--- config.mk ---
export PLATFORM = sky130hd
export DESIGN_NAME = seg_msg_scroller
export DESIGN_NICKNAME = d
export VERILOG_FILES = /design/src/rtl/seg_pkg.sv /design/src/rtl/seg_font_rom.sv /design/src/rtl/seg_msg_scroller.sv
export SDC_FILE = /design/constraint.sdc
export NUM_CORES = 1
export LEC_CHECK = 0
export CAP_MARGIN = 10
export CORE_ASPECT_RATIO = 1.5
export CORE_MARGIN = 1.5
export CORE_UTILIZATION = 40
export DETAILED_ROUTE_END_ITERATION = 10
export PLACE_DENSITY = 0.57
export SETUP_SLACK_MARGIN = 0.4
export SLEW_MARGIN = 25
export SYNTH_ARGS = -nofsm -noshare
export SYNTH_HDL_FRONTEND = slang
export SYNTH_SLANG_ARGS = --single-unit
--- constraint.sdc ---
create_clock -name clk -period 8 [get_ports clk]
set_input_delay 2 -clock clk [delete_from_list [all_inputs] [get_ports clk]]
set_output_delay 2 -clock clk [all_outputs]
set_load 0.03 [all_outputs]
--- src/rtl/seg_pkg.sv ---
// seg_pkg: segment bit positions, font patterns and FSM states shared by the
// message scroller and its font ROM (patterns are built from the bit positions).
package seg_pkg;
  localparam int SEG_A  = 7;
  localparam int SEG_B  = 6;
  localparam int SEG_C  = 5;
  localparam int SEG_D  = 4;
  localparam int SEG_E  = 3;
  localparam int SEG_F  = 2;
  localparam int SEG_G  = 1;
  localparam int SEG_DP = 0;

  localparam logic [7:0] M_A  = 8'(1 << SEG_A);
  localparam logic [7:0] M_B  = 8'(1 << SEG_B);
  localparam logic [7:0] M_C  = 8'(1 << SEG_C);
  localparam logic [7:0] M_D  = 8'(1 << SEG_D);
  localparam logic [7:0] M_E  = 8'(1 << SEG_E);
  localparam logic [7:0] M_F  = 8'(1 << SEG_F);
  localparam logic [7:0] M_G  = 8'(1 << SEG_G);
  localparam logic [7:0] M_DP = 8'(1 << SEG_DP);

  localparam logic [7:0] SEG_BLANK = 8'h00;

  localparam logic [7:0] FONT_0 = M_A | M_B | M_C | M_D | M_E | M_F;
  localparam logic [7:0] FONT_1 = M_B | M_C;
  localparam logic [7:0] FONT_2 = M_A | M_B | M_D | M_E | M_G;
  localparam logic [7:0] FONT_3 = M_A | M_B | M_C | M_D | M_G;
  localparam logic [7:0] FONT_4 = M_B | M_C | M_F | M_G;
  localparam logic [7:0] FONT_5 = M_A | M_C | M_D | M_F | M_G;
  localparam logic [7:0] FONT_6 = M_A | M_C | M_D | M_E | M_F | M_G;
  localparam logic [7:0] FONT_7 = M_A | M_B | M_C;
  localparam logic [7:0] FONT_8 = M_A | M_B | M_C | M_D | M_E | M_F | M_G;
  localparam logic [7:0] FONT_9 = M_A | M_B | M_C | M_D | M_F | M_G;
  localparam logic [7:0] FONT_A = M_A | M_B | M_C | M_E | M_F | M_G;
  localparam logic [7:0] FONT_B = M_C | M_D | M_E | M_F | M_G;
  localparam logic [7:0] FONT_C = M_A | M_D | M_E | M_F;
  localparam logic [7:0] FONT_D = M_B | M_C | M_D | M_E | M_G;
  localparam logic [7:0] FONT_E = M_A | M_D | M_E | M_F | M_G;
  localparam logic [7:0] FONT_F = M_A | M_E | M_F | M_G;
  localparam logic [7:0] FONT_H = M_B | M_C | M_E | M_F | M_G;
  localparam logic [7:0] FONT_L = M_D | M_E | M_F;
  localparam logic [7:0] FONT_O = FONT_0;
  localparam logic [7:0] FONT_P = M_A | M_B | M_E | M_F | M_G;
  localparam logic [7:0] FONT_S = FONT_5;
  localparam logic [7:0] FONT_U = M_B | M_C | M_D | M_E | M_F;
  localparam logic [7:0] FONT_MINUS = M_G;
  localparam logic [7:0] FONT_DOT   = M_DP;
  localparam logic [7:0] FONT_SPACE = SEG_BLANK;

  typedef enum logic [1:0] {IDLE, LOAD, SHOW} state_t;
endpackage

--- src/rtl/seg_font_rom.sv ---
// seg_font_rom: ASCII -> 7-segment pattern, lowercase folded to uppercase.
// Purely combinational, no flow control; unknown characters render blank.
module seg_font_rom
  import seg_pkg::*;
(
  input  logic [7:0] ascii,
  output logic [7:0] seg
);
  logic [7:0] ch;

  always_comb begin
    ch  = (ascii >= 8'h61 && ascii <= 8'h7A) ? ascii - 8'h20 : ascii;
    seg = SEG_BLANK;
    case (ch)
      "0": seg = FONT_0;
      "1": seg = FONT_1;
      "2": seg = FONT_2;
      "3": seg = FONT_3;
      "4": seg = FONT_4;
      "5": seg = FONT_5;
      "6": seg = FONT_6;
      "7": seg = FONT_7;
      "8": seg = FONT_8;
      "9": seg = FONT_9;
      "A": seg = FONT_A;
      "B": seg = FONT_B;
      "C": seg = FONT_C;
      "D": seg = FONT_D;
      "E": seg = FONT_E;
      "F": seg = FONT_F;
      "H": seg = FONT_H;
      "L": seg = FONT_L;
      "O": seg = FONT_O;
      "P": seg = FONT_P;
      "S": seg = FONT_S;
      "U": seg = FONT_U;
      "-": seg = FONT_MINUS;
      ".": seg = FONT_DOT;
      " ": seg = FONT_SPACE;
      default: seg = SEG_BLANK;
    endcase
  end
endmodule

--- src/rtl/seg_msg_scroller.sv ---
// seg_msg_scroller: message buffer with a scrolling DIGITS-wide window; 1-cycle digit_idx->seg_out.
// Backpressure: wr_ready low while a committed message is shown or while clear is asserted.
module seg_msg_scroller
  import seg_pkg::*;
#(
  parameter int MSG_DEPTH = 16,
  parameter int DIGITS    = 10,
  parameter int TICK_DIV  = 1000000
) (
  input  logic       clk,
  input  logic       rst_n,
  input  logic       wr_valid,
  output logic       wr_ready,
  input  logic [7:0] wr_char,
  input  logic       wr_last,
  input  logic       clear,
  input  logic       scroll_en,
  input  logic [3:0] digit_idx,
  output logic [7:0] seg_out,
  output logic [4:0] msg_len
);
  localparam int AW  = $clog2(MSG_DEPTH);
  localparam int PSW = $clog2(TICK_DIV);
  localparam logic [AW-1:0]  LAST_IDX = AW'(MSG_DEPTH - 1);
  localparam logic [PSW-1:0] PS_MAX   = PSW'(TICK_DIV - 1);
  localparam logic [4:0]     DIG_LEN  = 5'(DIGITS);

  state_t         state, state_nxt;
  logic [AW-1:0]  wr_ptr;
  logic [4:0]     offset;
  logic [4:0]     offset_inc;
  logic [PSW-1:0] prescaler;
  logic [7:0]     msg_buf [MSG_DEPTH];
  logic           wr_acc, last_wr, step_en, rd_en;
  logic [5:0]     rd_sum;
  logic [AW-1:0]  rd_idx;
  logic [7:0]     rd_char, font_seg;

  // The buffer's final slot always ends the message, even without wr_last.
  assign last_wr = wr_last || (wr_ptr == LAST_IDX);
  assign wr_acc  = wr_valid && wr_ready;

  always_comb begin
    state_nxt = state;
    wr_ready  = 1'b0;
    case (state)
      IDLE, LOAD: begin
        wr_ready = !clear;
        if (wr_valid) state_nxt = last_wr ? SHOW : LOAD;
      end
      SHOW: ;
      default: state_nxt = IDLE;
    endcase
    if (clear) state_nxt = IDLE;
  end

  always_ff @(posedge clk) begin
    if (!rst_n) state <= IDLE;
    else        state <= state_nxt;
  end

  assign step_en    = (state == SHOW) && scroll_en && (msg_len > DIG_LEN);
  assign offset_inc = offset + 5'd1;

  always_ff @(posedge clk) begin
    if (!rst_n || clear) begin
      wr_ptr    <= '0;
      msg_len   <= '0;
      offset    <= '0;
      prescaler <= '0;
    end else if (wr_acc) begin
      wr_ptr <= wr_ptr + AW'(1);
      if (last_wr) begin
        msg_len   <= 5'(wr_ptr) + 5'd1;
        offset    <= '0;
        prescaler <= '0;
      end
    end else if (step_en) begin
      if (prescaler == PS_MAX) begin
        prescaler <= '0;
        offset    <= (offset_inc == msg_len) ? 5'd0 : offset_inc;
      end else begin
        prescaler <= prescaler + PSW'(1);
      end
    end
  end

  always_ff @(posedge clk) begin
    if (wr_acc) msg_buf[wr_ptr] <= wr_char;
  end

  // offset < msg_len and digit_idx < msg_len whenever the read is enabled,
  // so one conditional subtraction wraps the window.
  assign rd_sum  = 6'(offset) + 6'(digit_idx);
  assign rd_idx  = AW'((rd_sum >= 6'(msg_len)) ? rd_sum - 6'(msg_len) : rd_sum);
  assign rd_char = msg_buf[rd_idx];
  assign rd_en   = (state == SHOW) && (digit_idx < 4'(DIGITS)) &&
                   ((msg_len > DIG_LEN) || (5'(digit_idx) < msg_len));

  seg_font_rom u_font (
    .ascii (rd_char),
    .seg   (font_seg)
  );

  always_ff @(posedge clk) begin
    if (!rst_n || clear) seg_out <= SEG_BLANK;
    else                 seg_out <= rd_en ? font_seg : SEG_BLANK;
  end
endmodule

# --- Word-level counts from Yosys, hierarchy flattened ---
# Memories as Yosys holds them, arrays and structs flattened.
# Cells that the tools add are included.
word_totals:
  reg_bits: 44
  latch_bits: 0
  ramBits: 128
  mem_bits_ro: 0
  in_bits: 18
  output_inout_bits: 14
  elab_cells: 95
  memories: 1
op_classes:
  n_addsub: 7
  mul: 0
  div_mod_pow: 0
  magnitude_cmp: 6
  eq_ne: 31
  shift: 0
  muxes: 18
  n_bitwise: 3
  n_reduce_logical: 23
memory_table:
  columns: ["name", "words", "width", "read_ports", "rd_clocked_by_memory_dff", "write_ports", "line", "text"]
  rows:
  - ["msg_buf", 16, 8, 1, 0, 1, "seg_msg_scroller.sv:33", "logic [7:0] msg_buf [MSG_DEPTH];"]
ops:
  columns: ["cell", "count"]
  rows:
  - ["$pmux W8 S22", 1]
  - ["$eq A8 B6 Y1 const B", 12]
  - ["$eq A8 B7 Y1 const B", 12]
  - ["$mux W20", 4]
  - ["$mux W5", 5]
  - ["$add A20 B1 Y20 const B", 1]
  - ["$eq A20 B20 Y1 const B", 1]
  - ["$reduce_or A2 Y1", 5]
  - ["$ge A8 B7 Y1 const B", 1]
  - ["$le A8 B7 Y1 const B", 1]
  - ["$mux W8", 1]
  - ["$sub A8 B6 Y8 const B", 1]
  - ["$add A5 B4 Y6", 1]
  - ["$ge A6 B5 Y1", 1]
  - ["$logic_and A1 B1 Y1", 6]
  - ["$reduce_and A2 Y1", 3]
  - ["$add A4 B1 Y5 const B", 1]
  - ["$add A5 B1 Y5 const B", 1]
  - ["$eq A5 B5 Y1", 1]
  - ["$gt A5 B4 Y1 const B", 1]
  - ["$lt A4 B5 Y1", 1]
  - ["$add A4 B1 Y4 const B", 1]
  - ["$eq A4 B4 Y1 const B", 1]
  - ["$lt A4 B4 Y1 const B", 1]
  - ["other kinds (15)", 24]

# --- Depth between registers and ports, before layout ---
# An unclocked memory read counts as a cell.
depth:
  depth_word: 10
  ltp_mapped: 25
  ltp_nobuf: 21

# --- Cells and area by module ---
# A second synthesis with hierarchy kept.
hier_totals:
  cells_unflattened: 764
  area_unflattened_um2: 8358.0
modules_own_cells:
  columns: ["module", "n_inst", "cells_each", "area_per_inst_um2"]
  rows:
  - ["seg_msg_scroller", 1, 644, 7562.3]
  - ["seg_font_rom", 1, 120, 795.8]

# --- Worst setup path after synthesis ---
# Ideal clock, no wire load.
synth_path:
  path_type: "in2reg"
  from: "input port digit_idx[0]"
  to: "register seg_out[2]"
  arrival_ps: 6585
  setup_slack_ps: 1323
  path_stages: 25
  path_buffers: 4
  cell_sequence: "ha_1 fa_1 a21o_1 a21oi_1 xnor2_1 ha_1 nand3_1 o22a_1 and3_1 clkbuf_4 nor2_4 buf_2 buf_2 buf_2 nand2_1 a31oi_1 a22o_1 or2_2 inv_1 ha_1 o21bai_1 nand3_1 o32ai_2 a2111oi_4 a311oi_1"
synth_via:
  elab_chain_len: 10
synth_lines:
  columns: ["element", "line", "text"]
  rows:
  - ["from (decl)", "seg_msg_scroller.sv:18", "input logic [3:0] digit_idx,"]
  - ["$add A5 B4 Y6", "seg_msg_scroller.sv:94", "assign rd_sum = 6'(offset) + 6'(digit_idx);"]
  - ["$ge A6 B5 Y1 or $sub A4 B4 Y4 (tied branches)", "seg_msg_scroller.sv:95", "assign rd_idx = AW'((rd_sum >= 6'(msg_len)) ? rd_sum - 6'(msg_len) : rd_sum);"]
  - ["$mux W4", "seg_msg_scroller.sv:95", null]
  - ["$mem_v2 Z16 W8", null, null]
  - ["$ge A8 B7 Y1 or $le A8 B7 Y1 (tied branches)", "seg_font_rom.sv:12", "ch = (ascii >= 8'h61 && ascii <= 8'h7A) ? ascii - 8'h20 : ascii;"]
  - ["$logic_and A1 B1 Y1", "seg_font_rom.sv:12", null]
  - ["$mux W8", "seg_font_rom.sv:12", null]
  - ["$eq A8 B6 Y1 or $eq A8 B7 Y1 (tied branches)", "seg_font_rom.sv:14", "case (ch)"]
  - ["$reduce_or A2 Y1 (no source line)", null, null]
  - ["$pmux W8 S22", "seg_font_rom.sv:14", null]
  - ["to (signal assigned)", "seg_msg_scroller.sv:107", "else seg_out <= rd_en ? font_seg : SEG_BLANK;"]
  - ["to (decl)", "seg_msg_scroller.sv:19", "output logic [7:0] seg_out,"]
# Parallel ways exist; a longest one is shown, timed or not.
# A chain may end at the register's enable or synchronous reset.

# --- Worst setup path in the final report ---
# Ends and elaborated chain as after synthesis.

==> impl_metrics.toml <==
[setup_path]
arrival_ps = 7550
crit_required_ps = 8270
path_cells = "clkdlybuf4s50_1 -> ha_1 -> fa_1 -> a21o_1 -> a21oi_1 -> xnor2_1 -> ha_1 -> nand3_1 -> o22a_1 -> nand3_1 -> mux2_2 -> nor3_1 -> a32o_1 -> a221o_1 -> buf_4 -> or2_0 -> o32a_1 -> o21ai_0 -> a2111oi_4 -> a311oi_1"
crit_path_end_kind = "register"
critical_path.max_stage_delay_ps = 610
startpoint_type = "input port"
slowest_stage = "a2111oi_4"
cp_max_fo = 21
critPathKind = "in -> reg"

[synth]
synth.distinct_cells = 76
synth-seq-cells = 172
yosys.area.top_type = "edfxtp_1"
synth_cells = 769
syn_area_um2 = 8510
syn_nets = 809
synth_top_area_share_pct = 45.2
syn_avg_cell_area_um2 = 11.1
synth-edff-count = 128
synth_flop_cell = "edfxtp_1"
ys_seq_area_share_pct = 55.5
synthTopCellsByArea = "edfxtp_1 45%, dfxtp_1 10%, nand2_1 4.1%, ha_1 2.9%, nor2_1 2.7%"
synth-async-reset-ratio_pct = 0
synth_warnings = 0

[outcome]
status = "finished, final reports clean"

[detailed_routing]
dr_wl_met3_um = 888
route.detailed.drc = 0
routedWlPerCell_um = 21.1
drt-met1-wl_um = 8430
routed-wl-met2_um = 12900
dr.pass1.iters = 6
ant_nets = 0
drt_iter0_drc = 630
vias = 6390
via_per_inst = 5.87
top_layer = "met4"
wirelength_um = 22900

[timing]
worst_pin_slew_ps = 1080
finalHoldViolCount = 0
clock_skew_ps = 7.72
period_share_pct = 91.0
rsz0062_at_grt = "no"
max-slew-margin-rel_pct = 28.0
max_freq_mhz = 137
slew_violations = 0
finalCriticalPeriod_ps = 7280
totalNegativeSetupSlack_ps = 0
setup_viol_count_final = 0

[power_and_ir_drop]
power_density_nw_per_um2 = 227
ir_worst_vdd_v = 0.000155
cellLeakagePower_nw = 3.31

[placed_design]
portBuffers = 31
placedCellCount = 1053
dp_hpwl_um = 16200
dpl_cell_area_um2 = 9170
place.gp.congestion = 0.971

[floorplanning]
core_area_um2 = 21000
num_io_pins = 32
rows = 65
dieArea_um2 = 22200
die_height_um = 182
initial_utilization_pct = 40.5
die_x_um = 122

[global_routing]
grt_pass1_vias = 6554
grt_usage_pct = 21.3
grt_pass1_wl_um = 35400
overflow = 0
antenna_found_initial = 0
grt_start_max_net_pins = 29

[cells_and_area]
antennaDiodeCount = 0
fillers = 1961
drive_gt1_share_pct = 11.0
seqCellArea_um2 = 4720
fin_area_um2 = 9760
nNetsFinal = 848
finalNonFillerCells = 1089
syn_to_final_growth_pct = 14.8
multi_input_area_um2 = 3560

[clock_tree]
cts_tree = "done"
clk_latency_ps = 440
cts.sinks = 172
h-tree-depth = 4
cts-buffers-inserted = 17
cts.clk_slew.worst_paths_ps = 70
cts.hold.buffers_added = 0
cts_buffer_depth = 2
root_buffer = "clkbuf_16"

[job]
cap_violations = 0

[worst_hold_path]
hold_class = "reg -> reg"
==> cells by family after synthesis <==
kind of cell / Yosys count / share of synthesized area (%)
DFF: 172 / 55.5
xor gates and xnor gates: 33 / 3.40
adders and majority gates: 22 / 3.41
muxes: 10 / 1.22
and+or+nand+nor: 288 / 16.4
buffers and inverters: 54 / 2.94
AOI/OAI and AO/OA: 190 / 17.1
==> layer usage <==
layer	vias to the layer above	track usage (%)
met5	-	0
met4	0	9.49
met3	54	3.74
met2	207	40.3
met1	3125	22.5
li1	3004	-
==> registers in the layout, indices dropped and copies added (netlist names) <==
| signal | cells |
|---|---|
| msg_buf | 128 |
| prescaler | 20 |
| seg_out | 8 |
| msg_len | 5 |
| offset | 5 |
| wr_ptr | 4 |
| state | 2 |
==> cells in the final DEF, fill, tap and decap left out, types with 6 or more instances in the layout <==
cell and instances:
nand2_1 94, dfxtp_1 44, clkbuf_16 17, a211oi_1 22, a311oi_1 14, a21oi_1 25, xnor2_1 20, xor2_1 13
nor2_1 58, a32oi_1 9, buf_4 28, nand2b_1 6, nor3_1 14, ha_1 20, nand3_1 36, inv_1 14
o21ai_0 27, a22oi_1 8, clkdlybuf4s50_1 31, nor2b_1 7, and2_1 8, a22o_1 8, mux2i_1 7, and3_1 26
a31oi_1 15, edfxtp_1 128
==> what timing repair did <==
| action | in CTS | in global routing |
|---|---|---|
| setup buffers | 0 | 3 |
| setup endpoints to repair | 0 | 8 |
| gates resized for setup | 0 | 1 |
==> synth_stat cells (9+ instances only) <==
cell        n
xor2_1     13
nand3_1    36
inv_1      14
edfxtp_1  128
dfxtp_1    44
buf_2      17
a211oi_1   22
nand2_1    94
a21oi_1    25
and3_1     27
a311oi_1   14
xnor2_1    20
nor2_1     62
clkbuf_1   17
nor3_1     17
a32oi_1     9
o21ai_0    27
ha_1       20
a31oi_1    15
==> final timing paths <==
check,from,end,slack (ps),depth (start not counted)
max reg2reg,offset[0],seg_out[2],2310,19
min reg2reg,state[1],state[0],480,1
max,digit_idx[0],seg_out[2],720,20
min,state[1],state[0],480,1
==> critical path, delay by kind of cell <==
kind,cells,cell delay [ps]
AND/OR/NAND/NOR,4,1220
XOR/XNOR,1,90
adder cells (fa/ha/maj),3,920
buffers and inverters,2,710
multiplexers,1,380
AO/OA/AOI/OAI,9,2210
==> per-stage QoR <==
step | power [mW] | hold slack, ps | util, % | setup slack, ps
after detailed placement | 1.42 | 478 | 43.7 | 183
after global placement | 1.41 | 459 | 43.6 | 390
after global routing | 2.30 | 508 | 46.5 | 417
after CTS | 2.21 | 487 | 46.4 | 621
after floorplan | 1.29 | 435 | - | 1320
final | 2.22 | 483 | 46.5 | 719
==> area by class of cell <==
class	count	share of cell area [%]
flip-flops and latches	172	48.4
inverters	14	0.538
well taps	268	3.44
clock inverters	14	1.38
clock buffers	18	4.40
multi-input cells	544	36.5
repair buffers	59	5.33
==> where the power goes <==
group	leakage, nW	switching, mW	internal (mW)
registers	1.51	0.00225	0.961
clock network	0.263	0.364	0.434
logic	1.54	0.290	0.165
total	3.31	0.656	1.56
Note: power is estimated with default switching activity, not from simulation.
